**src/rtl/hpbar_pkg.sv**
```systemverilog
// ---------------------------------------------------------------------------
// hpbar_pkg
// Shared types and width helpers for the animated HP bar.
//   state_t    : control FSM states (IDLE -> DIV -> APPLY -> IDLE)
//   clog2      : bits needed to hold the values 0..n-1
//   quot_bits  : width of a fill value in 0..f_width
//   div_cycles : numerator width of the scaled division, which is also the
//                number of cycles the 1-bit-per-cycle divider needs
// ---------------------------------------------------------------------------
package hpbar_pkg;

    typedef enum logic [1:0] {
        IDLE,
        DIV,
        APPLY
    } state_t;

    function automatic int clog2(input int n);
        int r;
        int v;
        r = 0;
        v = n - 1;
        while (v > 0) begin
            r = r + 1;
            v = v >> 1;
        end
        return r;
    endfunction

    function automatic int quot_bits(input int f_width);
        return clog2(f_width + 1);
    endfunction

    function automatic int div_cycles(input int w, input int f_width);
        return w + quot_bits(f_width);
    endfunction

endpackage

```
**src/rtl/hpbar_anim_divider.sv**
```systemverilog
// ---------------------------------------------------------------------------
// hp_seq_divider
// Restoring unsigned divider, one numerator bit per clock.
//   i_clk, i_rst_n : clock, asynchronous active-low reset
//   i_start        : load numerator/denominator and (re)start; aborts any
//                    division already in flight
//   i_numer [NW]   : dividend
//   i_denom [DW]   : divisor (caller guarantees non-zero)
//   o_done         : one-cycle pulse, the cycle after the last bit resolves
//   o_quot  [QW]   : low QW bits of the quotient, valid from o_done until
//                    the next i_start
// A division takes NW cycles after the start edge.
// ---------------------------------------------------------------------------
module hp_seq_divider
    import hpbar_pkg::*;
#(
    parameter int NW = 25,
    parameter int DW = 16,
    parameter int QW = 9
) (
    input  logic          i_clk,
    input  logic          i_rst_n,
    input  logic          i_start,
    input  logic [NW-1:0] i_numer,
    input  logic [DW-1:0] i_denom,
    output logic          o_done,
    output logic [QW-1:0] o_quot
);

    localparam int CW = clog2(NW + 1);

    // quot_q starts as the numerator and is shifted left each step; the
    // freed LSB collects the quotient bit, so after NW steps it holds
    // the full quotient.
    logic [NW-1:0] quot_q, quot_d;
    logic [DW-1:0] rem_q, rem_d;
    logic [DW-1:0] den_q, den_d;
    logic [CW-1:0] cnt_q, cnt_d;
    logic          done_q, done_d;
    logic [DW:0]   r_shift;
    logic [DW:0]   r_diff;

    always_comb begin
        quot_d  = quot_q;
        rem_d   = rem_q;
        den_d   = den_q;
        cnt_d   = cnt_q;
        done_d  = 1'b0;
        r_shift = '0;
        r_diff  = '0;

        if (i_start) begin
            quot_d = i_numer;
            rem_d  = '0;
            den_d  = i_denom;
            cnt_d  = CW'(NW);
        end else if (cnt_q != '0) begin
            // Partial remainder stays below the divisor, so the shifted
            // value fits in DW+1 bits and the difference back in DW bits.
            r_shift = {rem_q, quot_q[NW-1]};
            if (r_shift >= {1'b0, den_q}) begin
                r_diff = r_shift - {1'b0, den_q};
                rem_d  = r_diff[DW-1:0];
                quot_d = {quot_q[NW-2:0], 1'b1};
            end else begin
                rem_d  = r_shift[DW-1:0];
                quot_d = {quot_q[NW-2:0], 1'b0};
            end
            cnt_d  = cnt_q - CW'(1);
            done_d = (cnt_q == CW'(1));
        end
    end

    always_ff @(posedge i_clk or negedge i_rst_n) begin
        if (!i_rst_n) begin
            quot_q <= '0;
            rem_q  <= '0;
            den_q  <= '0;
            cnt_q  <= '0;
            done_q <= 1'b0;
        end else begin
            quot_q <= quot_d;
            rem_q  <= rem_d;
            den_q  <= den_d;
            cnt_q  <= cnt_d;
            done_q <= done_d;
        end
    end

    assign o_done = done_q;
    assign o_quot = quot_q[QW-1:0];

endmodule

```
**src/rtl/hpbar_anim.sv**
```systemverilog
// ---------------------------------------------------------------------------
// hpbar_anim
// Animated HP bar geometry: scales remain/total HP to a fill width of
// F_WIDTH pixels with a sequential divider, then animates the fill and a
// trailing damage "ghost" on the frame tick.
//   i_clk, i_rst_n        : clock, asynchronous active-low reset
//   i_load                : strobe, sample i_total_hp / i_remain_hp
//   i_total_hp [W]        : maximum HP
//   i_remain_hp [W]       : current HP (clamped to total)
//   i_tick                : frame strobe driving the animation
//   o_busy                : division in progress
//   o_lt_x/o_lt_y [W]     : fill top-left corner (constant)
//   o_br_x/o_br_y [W]     : fill bottom-right corner
//   o_ghost_br_x [W]      : ghost right edge, never left of o_br_x
//   o_empty               : fill width is zero
// ---------------------------------------------------------------------------
module hpbar_anim
    import hpbar_pkg::*;
#(
    parameter int W          = 16,
    parameter int F_WIDTH    = 300,
    parameter int F_HEIGHT   = 16,
    parameter int FX         = 240,
    parameter int FY         = 400,
    parameter int STEP       = 2,
    parameter int GHOST_HOLD = 30
) (
    input  logic         i_clk,
    input  logic         i_rst_n,
    input  logic         i_load,
    input  logic [W-1:0] i_total_hp,
    input  logic [W-1:0] i_remain_hp,
    input  logic         i_tick,
    output logic         o_busy,
    output logic [W-1:0] o_lt_x,
    output logic [W-1:0] o_lt_y,
    output logic [W-1:0] o_br_x,
    output logic [W-1:0] o_br_y,
    output logic [W-1:0] o_ghost_br_x,
    output logic         o_empty
);

    localparam int QB     = quot_bits(F_WIDTH);
    localparam int QB1    = QB + 1;
    localparam int NW     = div_cycles(W, F_WIDTH);
    localparam int HB_RAW = clog2(GHOST_HOLD + 1);
    localparam int HB     = (HB_RAW > 0) ? HB_RAW : 1;

    localparam logic [NW-1:0]  F_WIDTH_N = NW'(F_WIDTH);
    localparam logic [QB-1:0]  FULL      = QB'(F_WIDTH);
    localparam logic [QB-1:0]  STEP_Q    = QB'(STEP);
    localparam logic [QB1-1:0] STEP_X    = QB1'(STEP);
    localparam logic [HB-1:0]  HOLD_LOAD = HB'(GHOST_HOLD);
    localparam logic [W-1:0]   FX_W      = W'(FX);
    localparam logic [W-1:0]   FY_W      = W'(FY);
    localparam logic [W-1:0]   FH_W      = W'(F_HEIGHT);

    state_t        state_q, state_d;
    logic [QB-1:0] quot_q, quot_d;
    logic [QB-1:0] target_q, target_d;
    logic [QB-1:0] disp_q, disp_d;
    logic [QB-1:0] ghost_q, ghost_d;
    logic [HB-1:0] hold_q, hold_d;
    logic          busy_q, busy_d;
    logic          empty_q, empty_d;

    logic [W-1:0]   rem_clamp;
    logic [NW-1:0]  div_numer;
    logic           div_start;
    logic           div_done;
    logic [QB-1:0]  div_quot;
    logic           apply_now;
    logic [QB1-1:0] heal_sum;
    logic [QB1-1:0] drain_floor;

    // Clamping remain to total keeps the quotient within 0..F_WIDTH, so
    // only its low QB bits are ever needed.
    assign rem_clamp = (i_remain_hp > i_total_hp) ? i_total_hp : i_remain_hp;
    assign div_numer = F_WIDTH_N * NW'(rem_clamp);

    hp_seq_divider #(
        .NW (NW),
        .DW (W),
        .QW (QB)
    ) u_div (
        .i_clk   (i_clk),
        .i_rst_n (i_rst_n),
        .i_start (div_start),
        .i_numer (div_numer),
        .i_denom (i_total_hp),
        .o_done  (div_done),
        .o_quot  (div_quot)
    );

    always_comb begin
        state_d     = state_q;
        quot_d      = quot_q;
        target_d    = target_q;
        disp_d      = disp_q;
        ghost_d     = ghost_q;
        hold_d      = hold_q;
        div_start   = 1'b0;
        apply_now   = 1'b0;
        heal_sum    = '0;
        drain_floor = '0;
        // Registered one cycle behind the DIV state, so the flag rises the
        // edge after the load and drops on the edge the new target lands.
        busy_d      = (state_q == DIV);

        // A load in any state restarts the computation so the latest
        // sample wins; a zero total has nothing to divide and goes
        // straight to APPLY with an empty bar.
        if (i_load) begin
            if (i_total_hp == '0) begin
                quot_d  = '0;
                state_d = APPLY;
            end else begin
                div_start = 1'b1;
                state_d   = DIV;
            end
        end else begin
            case (state_q)
                DIV: begin
                    if (div_done) begin
                        quot_d  = div_quot;
                        state_d = APPLY;
                    end
                end
                APPLY: begin
                    apply_now = 1'b1;
                    state_d   = IDLE;
                end
                default: begin
                    state_d = IDLE;
                end
            endcase
        end

        // Damage snaps the fill down immediately and parks the ghost at
        // its old position; healing is left to the tick animation. A tick
        // landing on the apply cycle is dropped.
        if (apply_now) begin
            target_d = quot_q;
            if (quot_q < disp_q) begin
                disp_d = quot_q;
                hold_d = HOLD_LOAD;
            end
        end else if (i_tick) begin
            if (disp_q < target_q) begin
                heal_sum = {1'b0, disp_q} + STEP_X;
                disp_d   = (heal_sum > {1'b0, target_q}) ? target_q : heal_sum[QB-1:0];
            end
            // The ghost is never allowed to sit left of the fill: while
            // holding it is only pushed up by a healing fill, and while
            // draining it stops at the fill.
            drain_floor = {1'b0, disp_d} + STEP_X;
            if (hold_q != '0) begin
                hold_d = hold_q - HB'(1);
                if (ghost_q < disp_d) begin
                    ghost_d = disp_d;
                end
            end else if ({1'b0, ghost_q} >= drain_floor) begin
                ghost_d = ghost_q - STEP_Q;
            end else begin
                ghost_d = disp_d;
            end
        end

        empty_d = (disp_d == '0);
    end

    always_ff @(posedge i_clk or negedge i_rst_n) begin
        if (!i_rst_n) begin
            state_q  <= IDLE;
            quot_q   <= '0;
            target_q <= FULL;
            disp_q   <= FULL;
            ghost_q  <= FULL;
            hold_q   <= '0;
            busy_q   <= 1'b0;
            empty_q  <= 1'b0;
        end else begin
            state_q  <= state_d;
            quot_q   <= quot_d;
            target_q <= target_d;
            disp_q   <= disp_d;
            ghost_q  <= ghost_d;
            hold_q   <= hold_d;
            busy_q   <= busy_d;
            empty_q  <= empty_d;
        end
    end

    assign o_busy       = busy_q;
    assign o_empty      = empty_q;
    assign o_lt_x       = FX_W;
    assign o_lt_y       = FY_W;
    assign o_br_x       = FX_W + W'(disp_q);
    assign o_br_y       = FY_W + FH_W;
    assign o_ghost_br_x = FX_W + W'(ghost_q);

endmodule

```
**config.mk**
```make
export PLATFORM = sky130hd
export DESIGN_NAME = hpbar_anim
export DESIGN_NICKNAME = d
export VERILOG_FILES = /design/src/rtl/hpbar_pkg.sv /design/src/rtl/hpbar_anim_divider.sv /design/src/rtl/hpbar_anim.sv
export SDC_FILE = /design/constraint.sdc
export NUM_CORES = 1
export LEC_CHECK = 0
export BUFFER_PORTS_ARGS = -buffer_cell sky130_fd_sc_hd__buf_2
export CAP_MARGIN = 10
export CORE_AREA = 2 2 147 149
export CTS_CLUSTER_SIZE = 30
export DETAILED_ROUTE_END_ITERATION = 7
export DIE_AREA = 0 0 149 151
export HOLD_SLACK_MARGIN = 0.05
export PLACE_DENSITY = 0.69
export SLEW_MARGIN = 0
export SYNTH_ARGS = -nofsm -noshare
export SYNTH_HDL_FRONTEND = slang
export SYNTH_SLANG_ARGS = --single-unit
```
**constraint.sdc**
```tcl
create_clock -name i_clk -period 11.77 [get_ports i_clk]
set_input_delay 0.5885 -clock i_clk [delete_from_list [all_inputs] [get_ports i_clk]]
set_output_delay 0.5885 -clock i_clk [all_outputs]
set_load 0.01 [all_outputs]
```
### Word-level counts from Yosys, hierarchy flattened

Cells that the tools add are included.

| storage, ports and cells | value |
|---|---|
| word-level logic and storage cells | 86 |
| output and inout bits | 82 |
| input bits | 36 |
| register bits after elaboration | 108 |

| cells by class | value |
|---|---|
| reduce and logical (&&, ||, !) cells | 12 |
| order comparisons | 7 |
| eq/ne operators | 7 |
| bitwise logic cells | 1 |
| multiplexer cells | 37 |
| multipliers | 1 |
| add/subtract/negate cells | 8 |

Operators with widths:

| kind | number |
|---|---|
| 2-to-1 mux 9 bit | 14 |
| 2-to-1 mux 16 bit | 4 |
| 2-to-1 mux 25 bit | 2 |
| 2-to-1 mux 5 bit | 6 |
| < comparator 9 bit | 3 |
| multiplier 7 x 16 -> 23 bit (first input constant) | 1 |
| adder 8 x 9 -> 10 bit (first input constant) | 2 |
| adder 9 x 2 -> 10 bit (second input constant) | 2 |
| >= comparator 17 x 16 -> 1 bit | 1 |
| > comparator 16 bit | 1 |
| logical NOT 16 bit | 1 |
| subtractor 16 bit | 1 |
| >= comparator 9 x 10 -> 1 bit | 1 |
| > comparator 10 x 9 -> 1 bit | 1 |
| nonzero test 2 bit | 5 |
| nonzero test 5 bit | 2 |
| subtractor 5 x 1 -> 5 bit (second input constant) | 2 |
| logical NOT 9 bit | 1 |
| AND reduction 3 bit | 3 |
| subtractor 9 x 2 -> 9 bit (second input constant) | 1 |
| 2-to-1 mux 2 bit | 4 |
| 2-to-1 mux 1 bit | 7 |
| inequality test 2 x 1 -> 1 bit (second input constant) | 3 |
| equality test 5 x 1 -> 1 bit (second input constant) | 1 |
| 4 further kinds | 4 |

### Logic depth before layout (Yosys ltp)

Gate-level depths: netlist of the first run.

| depth | value |
|---|---|
| depth after elaboration | 10 |
| depth in mapped cells | 28 |
| mapped depth without buffers | 27 |

### Modules after synthesis

Synthesis of the first run repeated with hierarchy kept, for this count alone.

| unflattened totals | value |
|---|---|
| cell total of the unflattened synthesis | 1212 |
| area, all modules | 10639.0 um^2 |

Modules (own cells, without submodules):

| module | area each (um^2) | cells each | seq. area each (um^2) | instances |
|---|---|---|---|---|
| hpbar_anim | 6896.6 | 808 | 1141.1 | 1 |
| hp_seq_divider | 3742.3 | 404 | 1576.5 | 1 |

### Least setup slack after synthesis of the first run

Ideal clock, no wire load.

| path | value |
|---|---|
| path type | input port to flip-flop |
| start point | in i_total_hp[9] |
| end point | reg u_div.quot_q[24] |
| library setup time | 99 ps |
| arrival time | 6555 ps |
| slack | 5116 ps |
| path buffers | 1 |
| cell stages on the path | 27 |
| data required time | 11671 ps |
| cells stage by stage | inv_1 ha_1 a21o_1 a21o_1 a21o_1 a21o_1 a21o_1 a21o_1 a221oi_1 nor2_1 buf_2 mux2_1 ha_1 ha_1 inv_1 fa_1 inv_1 fa_1 ha_1 o21ai_0 a21oi_1 a41oi_1 o31ai_1 nand3_1 a311oi_1 a2111oi_0 a311oi_1 |

| on the way | value |
|---|---|
| cells in the longest elaborated chain, start to end | 4 |
| elaborated cells between the ends (all ways) | 8 |
| those cells by class | 1 x mul; 1 x order compare; 4 x mux; 2 x reduce/logical |

RTL lines:

| element | line | RTL |
|---|---|---|
| start, declared | hpbar_anim.sv:31 | `input logic [W-1:0] i_total_hp,` |
| > comparator 16 bit / logical NOT 16 bit (equally long branches) | hpbar_anim.sv:78, hpbar_anim.sv:114 |  |
| 2-to-1 mux 16 bit / 2-to-1 mux 1 bit (equally long branches) | hpbar_anim.sv:78, hpbar_anim.sv:114 |  |
| multiplier 7 x 16 -> 23 bit / 2-to-1 mux 1 bit (equally long branches) | hpbar_anim.sv:79, hpbar_anim.sv:113 |  |
| 2-to-1 mux 25 bit / nonzero test 2 bit (equally long branches) | - |  |
| end signal, assigned | hpbar_anim_divider.sv:82 | `quot_q <= quot_d;` |
| end, declared | hpbar_anim_divider.sv:35 | `logic [NW-1:0] quot_q, quot_d;` |

Several ways; a longest one is shown, not always the timed one.
A chain may end at the register's enable or synchronous reset.

### Worst setup path in the final report of the first run

Same ends and word-level chain as after synthesis.

==> impl_metrics.sql, run 1 <==
INSERT INTO impl_metrics (metric_group, metric, value, unit) VALUES
('sta', 'period_needed', '6.96', 'ns'),
('critical_path', 'max_stage_delay', '0.52', 'ns'),
('finish', 'fillCellCount', '2027', ''),
('clock_tree', 'cts_tree', 'built', ''),
('sta', 'rsz0062_at_grt', 'false', ''),
('clock_tree', 'htreeDepth', '3', ''),
('global_route', 'grt.overflow.total', '0', ''),
('clock_tree', 'post_cts_hold_buffer_count', '0', ''),
('floorplan', 'design.core.area', '20800', 'sq um'),
('placement', 'place.detailed.hpwl', '18000', 'um'),
('critical_path', 'worst_ep_required_time', '12.02', 'ns'),
('clock_tree', 'cts.clk_slew.worst_paths', '0.08', 'ns'),
('logic_synthesis', 'yosys-mux-area-fraction', '2.91', '%'),
('drt', 'drc_errors', '0', ''),
('floorplan', 'rows', '53', ''),
('logic_synthesis', 'synth_compound_gate_area_share', '18.5', '%'),
('sta', 'setup-tns-final', '0', 'ns'),
('logic_synthesis', 'synth_flop_cell', 'sky130_fd_sc_hd__dfrtp_1', ''),
('sta', 'number_of_max_slew_violations_in_the_final_report', '0', ''),
('power', 'vdd_ir_drop_max', '0.0000984', 'V'),
('critical_path', 'cp_num_buf_inv', '5', ''),
('logic_synthesis', 'syn-cell-area', '10200', 'sq um'),
('critical_path', 'critical-path-top-delay-family', 'compound AO/OA/AOI/OAI gates', ''),
('min_path', 'worstHoldPathType', 'in2async', ''),
('run_status', 'run_status', 'finished clean', ''),
('critical_path', 'timing.critical_path.fanout_max', '10', ''),
('floorplan', 'fp.dieW', '149', 'um'),
('finish', 'design.final.nets', '1402', ''),
('sta', 'fmax', '144', 'MHz'),
('sta', 'finalSetupViolations', '0', ''),
('logic_synthesis', 'post_synth_edffs', '0', ''),
('sta', 'worst_max_slew_pin_slew', '1.18', 'ns'),
('global_route', 'grt_start_max_net_pins', '63', ''),
('logic_synthesis', 'post_synth_inst_count', '1168', ''),
('logic_synthesis', 'postSynthAreaPerCell', '8.77', 'sq um'),
('global_route', 'gr-usage-all-layers', '21.2', '%'),
('clock_tree', 'cts_made_buffers', '9', ''),
('sta', 'final.setup_skew', '0.0181', 'ns'),
('clock_tree', 'cts_max_path_buffers', '2', ''),
('logic_synthesis', 'post_synth_fa_ha_maj_area_fraction', '22.5', '%'),
('critical_path', 'crit_top_cell', 'sky130_fd_sc_hd__a21o_1', ''),
('logic_synthesis', 'yosys_warnings', '0', ''),
('logic_synthesis', 'postSynth.asyncResetShare', '100', '%'),
('drt', 'drt-wirelength-per-cell', '15.9', 'um'),
('logic_synthesis', 'synth_seq_area_share', '26.5', '%'),
('drt', 'wl', '23400', 'um'),
('clock_tree', 'cts-resized-gates', '0', ''),
('finish', 'register_area', '2720', 'sq um'),
('finish', 'multi_input_area', '6690', 'sq um'),
('critical_path', 'crit_path_end_kind', 'register', ''),
('sta', 'period_share', '59.2', '%'),
('clock_tree', 'worstSkewPairLatency', '0.36', 'ns'),
('clock_tree', 'numClockSinks', '108', ''),
('logic_synthesis', 'share_of_synthesized_cell_area_in_and_or_nand_and_nor_gates', '15.0', '%'),
('critical_path', 'slowest_stage_cell_on_the_critical_path', 'sky130_fd_sc_hd__fa_1', ''),
('logic_synthesis', 'postSynthRegisterBits', '108', ''),
('floorplan', 'design.die.area', '22500', 'sq um'),
('sta', 'hold_violations', '0', ''),
('finish', 'n_antenna_cell', '0', ''),
('clock_tree', 'cts-root-buf', 'sky130_fd_sc_hd__clkbuf_16', ''),
('global_route', 'grt_pass1_vias', '7713', ''),
('job', 'cap_viol_max_count', '0', ''),
('global_route', 'antenna_found_initial', '0', ''),
('placement', 'place_congestion', '0.891', ''),
('drt', 'detailedRoute.firstPassIterationCount', '5', ''),
('power', 'total_power_consumption', '2580', 'uW'),
('global_route', 'grt_first_pass_wirelength', '38500', 'um'),
('floorplan', 'floorplan.io_pins', '118', ''),
('drt', 'detail_route.vias_per_cell', '5.59', ''),
('finish', 'layout.cells.most_common_list', 'sky130_fd_sc_hd__ha_1, sky130_fd_sc_hd__nand2_1, sky130_fd_sc_hd__inv_1, sky130_fd_sc_hd__dfrtp_1, sky130_fd_sc_hd__a21oi_1', ''),
('drt', 'detailroute.via_count', '8249', '');
## report_power, final
part / total, uW / switching, uW / internal (uW)
sequential: 595 / 112 / 483
clock: 294 / 148 / 146
combinational: 1690 / 960 / 732
total: 2580 / 1220 / 1360
## per-layer routing
metal | vias to the layer above | global-route usage, % | routed length (um)
met5 | - | 0 | 0
met1 | 3955 | 29.5 | 11100
met3 | 29 | 2.65 | 900
met4 | 0 | 5.38 | 383
met2 | 190 | 35.2 | 11000
li1 | 4075 | - | -
## Yosys cell counts (4+ instances only)
cell type / count / area, sq um
sky130_fd_sc_hd__nor3_1: 25 / 125
sky130_fd_sc_hd__o221ai_1: 4 / 35.0
sky130_fd_sc_hd__and3_1: 14 / 87.6
sky130_fd_sc_hd__nand3_1: 22 / 110
sky130_fd_sc_hd__nand2_1: 111 / 417
sky130_fd_sc_hd__buf_4: 68 / 510
sky130_fd_sc_hd__clkbuf_1: 29 / 109
sky130_fd_sc_hd__a22o_1: 9 / 78.8
sky130_fd_sc_hd__o21a_1: 5 / 37.5
sky130_fd_sc_hd__mux2i_1: 8 / 80.1
sky130_fd_sc_hd__ha_1: 146 / 1830
sky130_fd_sc_hd__o21ai_0: 68 / 340
sky130_fd_sc_hd__xor2_1: 22 / 193
sky130_fd_sc_hd__o22ai_1: 4 / 25.0
sky130_fd_sc_hd__nor2b_1: 8 / 50.1
sky130_fd_sc_hd__nand4_1: 11 / 68.8
sky130_fd_sc_hd__inv_1: 99 / 372
sky130_fd_sc_hd__a21o_1: 29 / 218
sky130_fd_sc_hd__a211oi_1: 7 / 52.6
sky130_fd_sc_hd__or2_2: 8 / 50.1
sky130_fd_sc_hd__a31oi_1: 22 / 138
sky130_fd_sc_hd__fa_1: 24 / 480
sky130_fd_sc_hd__o31ai_1: 5 / 37.5
sky130_fd_sc_hd__nor4_1: 19 / 119
sky130_fd_sc_hd__mux2_2: 17 / 191
sky130_fd_sc_hd__dfstp_2: 12 / 315
sky130_fd_sc_hd__o21bai_1: 5 / 37.5
sky130_fd_sc_hd__or3_1: 4 / 25.0
sky130_fd_sc_hd__xnor2_1: 26 / 228
sky130_fd_sc_hd__nor2_1: 67 / 251
sky130_fd_sc_hd__nand2b_1: 9 / 56.3
sky130_fd_sc_hd__a221oi_1: 5 / 43.8
sky130_fd_sc_hd__a21oi_1: 75 / 375
sky130_fd_sc_hd__dfrtp_1: 96 / 2400
sky130_fd_sc_hd__and2_1: 5 / 31.3
## area by class of cell
| cell class | instances | share of cell area [%] |
|---|---|---|
| sequential | 108 | 25.3 |
| timing repair buffer | 65 | 3.23 |
| inverter | 103 | 3.59 |
| clock inverter | 6 | 0.407 |
| multi-input combinational | 909 | 62.2 |
| tap | 275 | 3.20 |
| clock buffer | 10 | 2.13 |
## cells by family (layout without fill, tap and decap cells)
logic type,Yosys count,count (layout)
fa+ha+maj,170,170
simple gates,318,318
flops,108,108
compound gates,286,286
mux,27,27
xor+xnor,48,48
buf+inv,209,184
other cells,2,60
## worst register-to-register path, cell delays in order (launching register included)
cell and delay, ns:
sky130_fd_sc_hd__dfstp_2 0.64, sky130_fd_sc_hd__ha_1 0.30, sky130_fd_sc_hd__nand3_1 0.16, sky130_fd_sc_hd__nor4_1 0.45
sky130_fd_sc_hd__or2_2 0.21, sky130_fd_sc_hd__ha_1 0.26, sky130_fd_sc_hd__a21oi_1 0.15, sky130_fd_sc_hd__o22a_1 0.17
sky130_fd_sc_hd__o211ai_1 0.19, sky130_fd_sc_hd__a21boi_2 0.35, sky130_fd_sc_hd__nand2_1 0.10, sky130_fd_sc_hd__o221ai_1 0.44
sky130_fd_sc_hd__inv_1 0.20, sky130_fd_sc_hd__ha_1 0.23, sky130_fd_sc_hd__o21bai_1 0.15, sky130_fd_sc_hd__a21o_1 0.19
sky130_fd_sc_hd__a21oi_1 0.15, sky130_fd_sc_hd__o21ai_0 0.09, sky130_fd_sc_hd__a21o_1 0.19, sky130_fd_sc_hd__a21oi_1 0.19
sky130_fd_sc_hd__o21ai_0 0.36, sky130_fd_sc_hd__or4_1 0.63, sky130_fd_sc_hd__o311ai_1 0.08
## worst paths after layout
path                       slack [ns]  depth (start not counted)                   start                      endpoint
max                              4.81                         28           i_total_hp[9]  u_div.quot_q[24]$_DFFE_PN0P_
min in group i_clk               0.44                          1  u_div.o_done$_DFF_PN0_        state_q[0]$_DFFE_PN0P_
min reg2reg                      0.44                          1  u_div.o_done$_DFF_PN0_        state_q[0]$_DFFE_PN0P_
max reg2reg                      5.78                         22     disp_q[2]$_DFF_PN1_        ghost_q[1]$_DFFE_PN0P_
max in group asynchronous       10.28                          2                 i_rst_n   u_div.quot_q[4]$_DFFE_PN0P_
min                              0.24                          1                 i_rst_n              o_busy$_DFF_PN0_
## per-stage QoR
| stage | instance area [sq um] | util (%) | std cells | hold WS, ns | setup slack [ns] |
|---|---|---|---|---|---|
| 5_1_grt | 10800 | 51.7 | 1476 | 0.287 | 4.39 |
| 3_5_place_dp | 10500 | 50.3 | 1460 | 0.439 | 4.47 |
| 4_1_cts | 10800 | 51.7 | 1476 | 0.274 | 4.81 |
| 2_1_floorplan | 10500 | - | 1226 | 0.293 | 5.12 |
| 6_report | 10800 | 51.7 | 1476 | 0.245 | 4.81 |
| 3_3_place_gp | 10500 | 50.3 | 1460 | 0.438 | 4.57 |
## sequential cells by signal (all words and copies together), names as in the netlist, 2 cells and up
register,cells
disp_q,9
u_div.den_q,16
u_div.cnt_q,5
state_q,2
ghost_q,9
hold_q,5
u_div.quot_q,25
target_q,9
u_div.rem_q,16
quot_q,9
Note: power is estimated with default switching activity, not from simulation.
==> run 2: changes to the inputs <==
--- a/config.mk
+++ b/config.mk
@@ -12,7 +12,7 @@
 export DETAILED_ROUTE_END_ITERATION = 7
 export DIE_AREA = 0 0 149 151
 export HOLD_SLACK_MARGIN = 0.05
-export PLACE_DENSITY = 0.69
+export PLACE_DENSITY = 0.72
 export SLEW_MARGIN = 0
 export SYNTH_ARGS = -nofsm -noshare
 export SYNTH_HDL_FRONTEND = slang
==> constraint.sdc (replaced) <==
create_clock -name i_clk -period 5.95 [get_ports i_clk]
set_input_delay 0.2975 -clock i_clk [delete_from_list [all_inputs] [get_ports i_clk]]
set_output_delay 0.2975 -clock i_clk [all_outputs]
set_load 0.01 [all_outputs]
==> run 2 against run 1 <==
- worst setup slack worse by 4.6 ns
- clock power up 110%
- cell count up 5.1%
- largest cell class unchanged
- largest power group unchanged
- via count up 4.2%
==> impl_metrics.sql, run 2 (synthesis results as in run 1) <==
INSERT INTO impl_metrics (metric_group, metric, value, unit) VALUES
('drt', 'drc_errors', '0', ''),
('min_path', 'worstHoldPathType', 'in2reg', ''),
('critical_path', 'regToRegSetupSlack', '0.44', 'ns'),
('sta', 'max_slew_margin', '24.9', '%'),
('finish', 'area_growth', '12.6', '%'),
('clock_tree', 'worstSkewPairLatency', '0.36', 'ns'),
('min_path', 'min_delay_endpoint', 'u_div.den_q[13]$_DFFE_PN0P_', ''),
('sta', 'finalSetupViolations', '0', ''),
('placement', 'place.detailed.instances', '1533', ''),
('power', 'power_density', '497', 'nW/um^2'),
('global_route', 'grt.overflow.total', '0', ''),
('critical_path', 'setup.worst_path.start_class', 'input pin', ''),
('sta', 'fmax', '175', 'MHz'),
('drt', 'wl', '23900', 'um'),
('clock_tree', 'numClockSinks', '108', ''),
('sta', 'fin_ws', '0.244', 'ns'),
('finish', 'largest_register_ff_count', '25', ''),
('finish', 'layout.cells.most_common', 'sky130_fd_sc_hd__ha_1', ''),
('finish', 'final_area', '11500', 'sq um'),
('finish', 'largest_registers', 'u_div.quot_q x25, u_div.den_q x16, u_div.rem_q x16', ''),
('critical_path', 'timing.rr.start', 'disp_q[2]$_DFF_PN1_', ''),
('sta', 'number_of_max_slew_violations_in_the_final_report', '0', ''),
('power', 'vdd_ir_drop_max', '0.000194', 'V'),
('floorplan', 'design.die.area', '22500', 'sq um'),
('critical_path', 'worst_ep_required_time', '6.19', 'ns'),
('finish', 'post_route_cells_drive_above_1_share', '18.2', '%'),
('finish', 'final-instance-count-excl-fill', '1552', ''),
('critical_path', 'worst_r2r_endpoint', 'ghost_q[0]$_DFFE_PN0P_', ''),
('global_route', 'grt_start_max_net_pins', '72', ''),
('critical_path', 'timing.setup.critical_path_class', 'in2reg', ''),
('critical_path', 'worstPathArrival', '5.95', 'ns'),
('clock_tree', 'htreeDepth', '3', ''),
('run_status', 'run_status', 'finished clean', ''),
('critical_path', 'timing.critical_path.fanout_max', '9', ''),
('power', 'total_power_consumption', '5730', 'uW'),
('drt', 'detail_route.vias_per_cell', '5.54', ''),
('drt', 'detailedRoute.firstPassIterationCount', '5', ''),
('global_route', 'gr-usage-all-layers', '21.6', '%'),
('clock_tree', 'cts-root-buf', 'sky130_fd_sc_hd__clkbuf_16', ''),
('sta', 'period_share', '95.9', '%'),
('finish', 'regMostFlops', 'u_div.quot_q', ''),
('drt', 'drt_iter0_drc', '431', ''),
('floorplan', 'initial_core_util', '49.2', '%'),
('finish', 'layout.cells.most_common_list', 'sky130_fd_sc_hd__ha_1, sky130_fd_sc_hd__nand2_1, sky130_fd_sc_hd__inv_1, sky130_fd_sc_hd__dfrtp_1, sky130_fd_sc_hd__buf_4', ''),
('placement', 'place.detailed.hpwl', '18900', 'um'),
('sta', 'final.setup_skew', '0.0171', 'ns'),
('placement', 'place_congestion', '0.912', ''),
('placement', 'dpl-instance-area', '11100', 'sq um'),
('clock_tree', 'cts_max_path_buffers', '2', ''),
('job', 'cap_viol_max_count', '0', ''),
('min_path', 'holdCritStartpoint', 'i_total_hp[13]', ''),
('power', 'p_leak', '0.00580', 'uW'),
('sta', 'rsz0062_at_grt', 'false', ''),
('placement', 'place.port_buffers', '57', ''),
('sta', 'worst_max_slew_pin_slew', '1.13', 'ns'),
('floorplan', 'design.core.area', '20800', 'sq um'),
('placement', 'placement.setup.worst_slack', '-0.336', 'ns'),
('global_route', 'antenna_found_initial', '0', ''),
('sta', 'hold_violations', '0', ''),
('floorplan', 'floorplan.io_pins', '118', ''),
('sta', 'hold_slack', '0.211', 'ns'),
('clock_tree', 'cts.clk_slew.worst_paths', '0.08', 'ns'),
('global_route', 'grt_pass1_vias', '8190', ''),
('clock_tree', 'cts_tree', 'built', ''),
('critical_path', 'worst_r2r_path_depth', '22', ''),
('floorplan', 'die-height', '151', 'um'),
('critical_path', 'crit_path_end_kind', 'register', ''),
('floorplan', 'fp.dieW', '149', 'um'),
('finish', 'design.final.nets', '1478', ''),
('floorplan', 'rows', '53', ''),
('drt', 'drt-wirelength-per-cell', '15.4', 'um'),
('drt', 'route.antenna.remaining_nets', '0', ''),
('drt', 'detailroute.via_count', '8597', ''),
('sta', 'period_needed', '5.71', 'ns'),
('clock_tree', 'cts_made_buffers', '9', ''),
('finish', 'n_antenna_cell', '0', ''),
('min_path', 'worst_hold_path.num_cells', '3', ''),
('global_route', 'grt_first_pass_wirelength', '39400', 'um');
-- run 2: cell count changes in the layout (fill, tap and decap cells not counted), sizes merged --
cell         delta
bufinv          +1
clkbuf          +1
nor2            +1
dlygate4sd3     +1
inv             -1
clkinv          -1
buf            +74
-- run 2: worst max-delay path by stage --
stage                               from                      endpoint
after floorplan            i_total_hp[9]  u_div.quot_q[24]$_DFFE_PN0P_
after global placement     i_total_hp[9]  u_div.quot_q[23]$_DFFE_PN0P_
after detailed placement  i_remain_hp[9]  u_div.quot_q[23]$_DFFE_PN0P_
after CTS                 i_remain_hp[9]  u_div.quot_q[23]$_DFFE_PN0P_
after global routing      i_remain_hp[9]  u_div.quot_q[23]$_DFFE_PN0P_
final                     i_remain_hp[9]  u_div.quot_q[23]$_DFFE_PN0P_
-- run 2: repair_timing --
item / in CTS / in global routing
endpoints found under the setup margin: 0 / 10
gates resized for setup: 0 / 13
hold buffers: 1 / 0
setup buffers: 0 / 2
endpoints found under the hold margin: 37 / 0
-- run 2: critical path, cell delays in order --
cell and delay (ns):
sky130_fd_sc_hd__buf_2 0.12, sky130_fd_sc_hd__ha_4 0.24, sky130_fd_sc_hd__a21o_1 0.18, sky130_fd_sc_hd__a21o_1 0.18, sky130_fd_sc_hd__a21o_1 0.17, sky130_fd_sc_hd__a21o_1 0.17
sky130_fd_sc_hd__a21o_1 0.17, sky130_fd_sc_hd__a21o_1 0.18, sky130_fd_sc_hd__a221oi_4 0.34, sky130_fd_sc_hd__nor2_4 0.13, sky130_fd_sc_hd__mux2_4 0.33, sky130_fd_sc_hd__ha_1 0.34
sky130_fd_sc_hd__ha_4 0.23, sky130_fd_sc_hd__fa_1 0.53, sky130_fd_sc_hd__inv_1 0.05, sky130_fd_sc_hd__fa_1 0.50, sky130_fd_sc_hd__inv_1 0.07, sky130_fd_sc_hd__ha_4 0.24
sky130_fd_sc_hd__a21o_1 0.19, sky130_fd_sc_hd__a21oi_2 0.14, sky130_fd_sc_hd__nand2_1 0.08, sky130_fd_sc_hd__nor3_2 0.19, sky130_fd_sc_hd__nor4_1 0.07, sky130_fd_sc_hd__o31a_1 0.28
sky130_fd_sc_hd__or3_1 0.30, sky130_fd_sc_hd__a31o_2 0.24
-- run 2: per-stage QoR --
| stage | utilization (%) | TNS, ns |
|---|---|---|
| 2_1_floorplan | - | 0 |
| 3_3_place_gp | 53.5 | -0.476 |
| 3_5_place_dp | 53.5 | -1.50 |
| 4_1_cts | 55.0 | 0 |
| 5_1_grt | 55.4 | 0 |
| 6_report | 55.4 | 0 |
-- run 2: power by group --
| part | total (uW) | internal [uW] | switching (uW) |
|---|---|---|---|
| Clock | 623 | 341 | 282 |
| Sequential | 1160 | 955 | 208 |
| Combinational | 3950 | 1860 | 2090 |
| Total | 5730 | 3150 | 2580 |
-- run 2: layer usage --
| metal | up-vias | share of wire (%) | global-route usage [%] |
|---|---|---|---|
| met3 | 31 | 4.7 | 3.16 |
| met4 | 0 | 1.7 | 6.33 |
| met2 | 229 | 48 | 37.0 |
| met1 | 4105 | 46 | 28.5 |
| li1 | 4232 | - | - |
| met5 | - | 0 | 0 |
-- run 2: layout make-up --
| class | count | area, sq um |
|---|---|---|
| repair buffers | 140 | 913 |
| well taps | 275 | 344 |
| clock inverters | 5 | 60.1 |
| clock buffers | 11 | 243 |
| flip-flops and latches | 108 | 2720 |
| multi-input cells | 910 | 6870 |
| fillers | 1899 | 9290 |
| inverters | 103 | 387 |
